$ cat src/rtl/prng_dice.sv
// Electronic die: animates random faces for ROLL_CYCLES clocks, then settles on
// an unbiased face using rejection sampling of rnd_in[2:0].
`timescale 1ns/1ps
module prng_dice #(
    parameter int unsigned ROLL_CYCLES = 16,
    parameter int unsigned SETTLE_MAX  = 8
) (
    input  logic       clk,
    input  logic       rst_asyn,
    input  logic [7:0] rnd_in,
    input  logic       roll,
    output logic       busy,
    output logic       done,
    output logic [2:0] face,
    output logic [6:0] seg
);

    typedef enum logic [1:0] {
        ST_IDLE,
        ST_ROLL,
        ST_SETTLE
    } state_t;

    localparam logic [7:0] LP_CYC_LAST = 8'(ROLL_CYCLES - 1);
    localparam logic [3:0] LP_REJ_LAST = 4'(SETTLE_MAX - 1);

    state_t     r_state;
    state_t     w_state_nxt;
    logic [7:0] r_cyc_cnt;
    logic [7:0] w_cyc_cnt_nxt;
    logic [3:0] r_rej_cnt;
    logic [3:0] w_rej_cnt_nxt;
    logic [2:0] r_face;
    logic [2:0] w_face_nxt;
    logic       r_done;
    logic       w_done_nxt;

    logic [2:0] w_s;
    logic       w_accept;
    logic [2:0] w_face_acc;
    logic [2:0] w_face_force;
    logic       w_unused_rnd;

    assign w_s          = rnd_in[2:0];
    assign w_accept     = (w_s <= 3'd5);
    assign w_face_acc   = w_s + 3'd1;
    // Only reached for s = 6 or 7, giving faces 1 or 2.
    assign w_face_force = w_s - 3'd5;
    assign w_unused_rnd = ^rnd_in[7:3];

    always_ff @(posedge clk or posedge rst_asyn) begin
        if (rst_asyn) begin
            r_state <= ST_IDLE;
        end else begin
            r_state <= w_state_nxt;
        end
    end

    always_ff @(posedge clk or posedge rst_asyn) begin
        if (rst_asyn) begin
            r_cyc_cnt <= '0;
            r_rej_cnt <= '0;
            r_face    <= '0;
            r_done    <= 1'b0;
        end else begin
            r_cyc_cnt <= w_cyc_cnt_nxt;
            r_rej_cnt <= w_rej_cnt_nxt;
            r_face    <= w_face_nxt;
            r_done    <= w_done_nxt;
        end
    end

    always_comb begin
        w_state_nxt   = r_state;
        w_cyc_cnt_nxt = r_cyc_cnt;
        w_rej_cnt_nxt = r_rej_cnt;
        w_face_nxt    = r_face;
        w_done_nxt    = 1'b0;
        case (r_state)
            ST_IDLE: begin
                if (roll) begin
                    w_state_nxt   = ST_ROLL;
                    w_cyc_cnt_nxt = '0;
                end
            end
            ST_ROLL: begin
                if (w_accept) begin
                    w_face_nxt = w_face_acc;
                end
                w_cyc_cnt_nxt = r_cyc_cnt + 8'd1;
                if (r_cyc_cnt == LP_CYC_LAST) begin
                    w_state_nxt   = ST_SETTLE;
                    w_rej_cnt_nxt = '0;
                end
            end
            ST_SETTLE: begin
                if (w_accept) begin
                    w_face_nxt  = w_face_acc;
                    w_done_nxt  = 1'b1;
                    w_state_nxt = ST_IDLE;
                end else if (r_rej_cnt == LP_REJ_LAST) begin
                    w_face_nxt  = w_face_force;
                    w_done_nxt  = 1'b1;
                    w_state_nxt = ST_IDLE;
                end else begin
                    w_rej_cnt_nxt = r_rej_cnt + 4'd1;
                end
            end
            default: begin
                w_state_nxt = ST_IDLE;
            end
        endcase
    end

    always_comb begin
        busy = (r_state != ST_IDLE);
        done = r_done;
        face = r_face;
        case (r_face)
            3'd1:    seg = 7'h06;
            3'd2:    seg = 7'h5B;
            3'd3:    seg = 7'h4F;
            3'd4:    seg = 7'h66;
            3'd5:    seg = 7'h6D;
            3'd6:    seg = 7'h7D;
            default: seg = 7'h00;
        endcase
    end

endmodule
$ cat config.mk
export PLATFORM = sky130hd
export DESIGN_NAME = prng_dice
export DESIGN_NICKNAME = d
export VERILOG_FILES = /design/src/rtl/prng_dice.sv
export SDC_FILE = /design/constraint.sdc
export NUM_CORES = 1
export LEC_CHECK = 0
export BUFFER_PORTS_ARGS = -buffer_cell sky130_fd_sc_hd__buf_2
export CORE_MARGIN = 3
export CORE_UTILIZATION = 40
export CTS_CLUSTER_SIZE = 28
export DETAILED_ROUTE_END_ITERATION = 16
export PLACE_DENSITY = 0.59
export SKIP_CTS_REPAIR_TIMING = 1
export SLEW_MARGIN = 20
export SYNTH_ARGS = -nofsm -noshare
export SYNTH_HDL_FRONTEND = slang
export SYNTH_SLANG_ARGS = --single-unit
$ cat constraint.sdc
create_clock -name clk -period 4.44 [get_ports clk]
set_clock_uncertainty 0.05 [all_clocks]
set_input_delay 0.888 -clock clk [delete_from_list [all_inputs] [get_ports clk]]
set_output_delay 0.888 -clock clk [all_outputs]
set_load 0.01 [all_outputs]
==> results.toml <==
[run_status]
status = "completed"

[sta]
fin_crit_ps = 2450
rsz0062_at_grt = "false"
setup_tns_ps = 0
slew_headroom = 0.517
clock.fmax_mhz = 408
hold_viol = 0
worst-slew-pin-transition_ps = 725
period_share = 0.552
drv_slew = 0
setup-violations-final = 0

[critical_path]
cp_top_family = "flip-flops"
crit_fanout = 23
slowest_delay_ps = 830
critPathArrivalTime_ps = 1510
worstSetupPathType = "reg2out"
crit_path_start_kind = "register"
worstPathBufferInverterCount = 2
reg2reg_setup_slack_ps = 2520
regToRegEndpoint = "face[2]"
cpMaxStageDelayCell = "dfrtp_1"
cp.required_ps = 3500
cp_cell_sequence = "nor2_1 -> inv_1 -> buf_2"
ff2ff_path_depth = 5
end_kind = "primary output"
timing.rr.start = "r_rej_cnt[0]"

[synth]
synth_common_cells = "dfrtp_1, nand2_1, o21ai_0, inv_1, nor2_1"
synth.yosys.warnings = 0
synthTopCellsByArea = "dfrtp_1, nand2_1, ha_1"
ys.flop_type = "dfrtp_1"
yosys.area_share.simple = 0.231
async_flop_share = 1.00
yosysUniqueCellTypes = 40
synth_edf_count = 0
synthCells = 129
synthXorXnorAreaFrac = 0.0156
syn_area_um2 = 1130
synth_nets = 144
seq_area_frac_synth = 0.400
yosys.area.top_type = "dfrtp_1"
ys_ff_latch = 18
synth_compound_area_frac = 0.203
synth_top_family_by_area = "simple AND/OR/NAND/NOR gates"
yosys.area_share.adder = 0.0444
synth_top_area_frac = 0.400
synth.avg_cell_area_um2 = 8.73
synthMuxAreaShare = 0.0444

[drt]
drtIter0Drc = 23
viasPerCell = 5.58
vias = 965
wire_per_inst_um = 13.3
routed_wl_mm = 2.30
drt-pass1-iter-count = 4
drc = 0
ant_nets = 0

[power]
fin_total_pwr_uw = 724
peakVddDrop_uv = 469
pwr_density_cell_nw_per_um2 = 581
p_leak_uw = 0.000606

[worst_hold_path]
hold_path_startpoint = "r_cyc_cnt[7]"
whs_path_depth = 1
hold_path.class = "reg2reg"
min_to = "r_cyc_cnt[7]"

[clock_network]
cts_inserted_buffers = 3
clock-root-buffer = "clkbuf_4"
clock-sinks = 18
cts_max_path_buffers = 2
cts_htree_levels = 1
clk_pin_slew_ps = 110
clk_latency_ps = 290
cts_tree = "yes"

[floorplanning]
die_x_um = 59.1
die_h_um = 59.1
io_pins = 23
rows = 18
die_area_um2 = 3490
start_util = 0.439
core-area_um2 = 2570

[grt]
antenna_found_initial = 0
overflow = 0
grt_pass1_vias = 872
grtUsageTotal = 0.149
grt_pass1_wl_mm = 4.00
grt_max_degree = 24

[final_layout]
final_cell_area_um2 = 1250
ff_latch_area_um2 = 450
drive_gt1_frac = 0.168
fill_cells = 264
multi_input_area_um2 = 607
syn_to_final_growth_pct = 10.7
layout.nets = 159
antennaDiodeCount = 0

[placed_design]
post_dp_cell_area_um2 = 1210
dp_hpwl_mm = 1.64
place_congestion = 0.767
port_buffers = 17

[run]
maxCapViolations = 0
cell families after synthesis:
kind of cell	Yosys count
compound gates	34
flops	18
buf+inv	15
simple gates	51
xor+xnor	2
fa+ha+maj	4
mux	5
flip-flops by register name, summed over array words and instances (netlist names):
signal / flops
done: 1
face: 3
r_cyc_cnt: 8
r_rej_cnt: 4
r_state: 2
where the power goes:
group / internal, uW / switching (uW)
Combinational: 152 / 153
Clock: 49.9 / 50.6
Sequential: 220 / 98.5
Total: 422 / 302
cell usage in the layout, fill, tap and decap left out, types with 2 or more instances in the layout:
master	synthesis	routed
a211o_1	2	2
and3_1	2	2
nor2b_1	4	4
o21a_1	2	2
clkbuf_4	0	3
nand3_1	5	5
nand2_1	18	18
xnor2_1	2	2
a21oi_1	3	3
dfrtp_1	18	18
a22o_1	2	2
ha_1	4	4
inv_1	8	8
a32o_1	2	2
mux2i_1	5	5
o21ai_0	9	9
a31oi_1	4	4
buf_2	1	17
a21o_1	2	2
nor2_1	8	8
o211ai_1	2	2
nor3_1	4	4
metal layers:
layer  up-vias  global-route usage  routed length [um]
li1        487                   -                   -
met1       456               0.194                1060
met2        20               0.251                1100
met3         2              0.0458                 118
met4         0              0.0194                  16
met5         -                   0                   0
through the flow:
stage	hold slack [ps]	worst slack, ps	util	cells
after global routing	508	1860	0.485	173
final	437	1990	0.485	173
after floorplan	399	2300	-	129
after global placement	419	2300	0.471	169
after CTS	442	2000	0.485	173
after detailed placement	425	2270	0.471	169
worst max path at each step:
stage          startpoint            to  slack, ps  cells past startpoint
2_1_floorplan     face[2]        seg[3]       2300                      4
3_3_place_gp    rnd_in[1]  r_rej_cnt[1]       2300                      5
3_5_place_dp    rnd_in[1]       face[2]       2270                      5
4_1_cts        r_state[1]          busy       2000                      3
5_1_grt        r_state[1]          busy       1860                      3
6_report       r_state[1]          busy       1990                      3
worst reg2reg max path: stages, from the launching register on:
cell	delay, ps
dfrtp_1	430
ha_1	240
and3b_1	280
o21ai_0	410
a21oi_1	80
nor4_1	330
cell type report:
class                      count  area share
multi-input combinational     96       0.487
sequential                    18       0.361
timing repair buffer          17      0.0683
tap                           30      0.0301
clock buffer                   4      0.0291
inverter                       8      0.0241
Power figures use the tool's default switching activity.
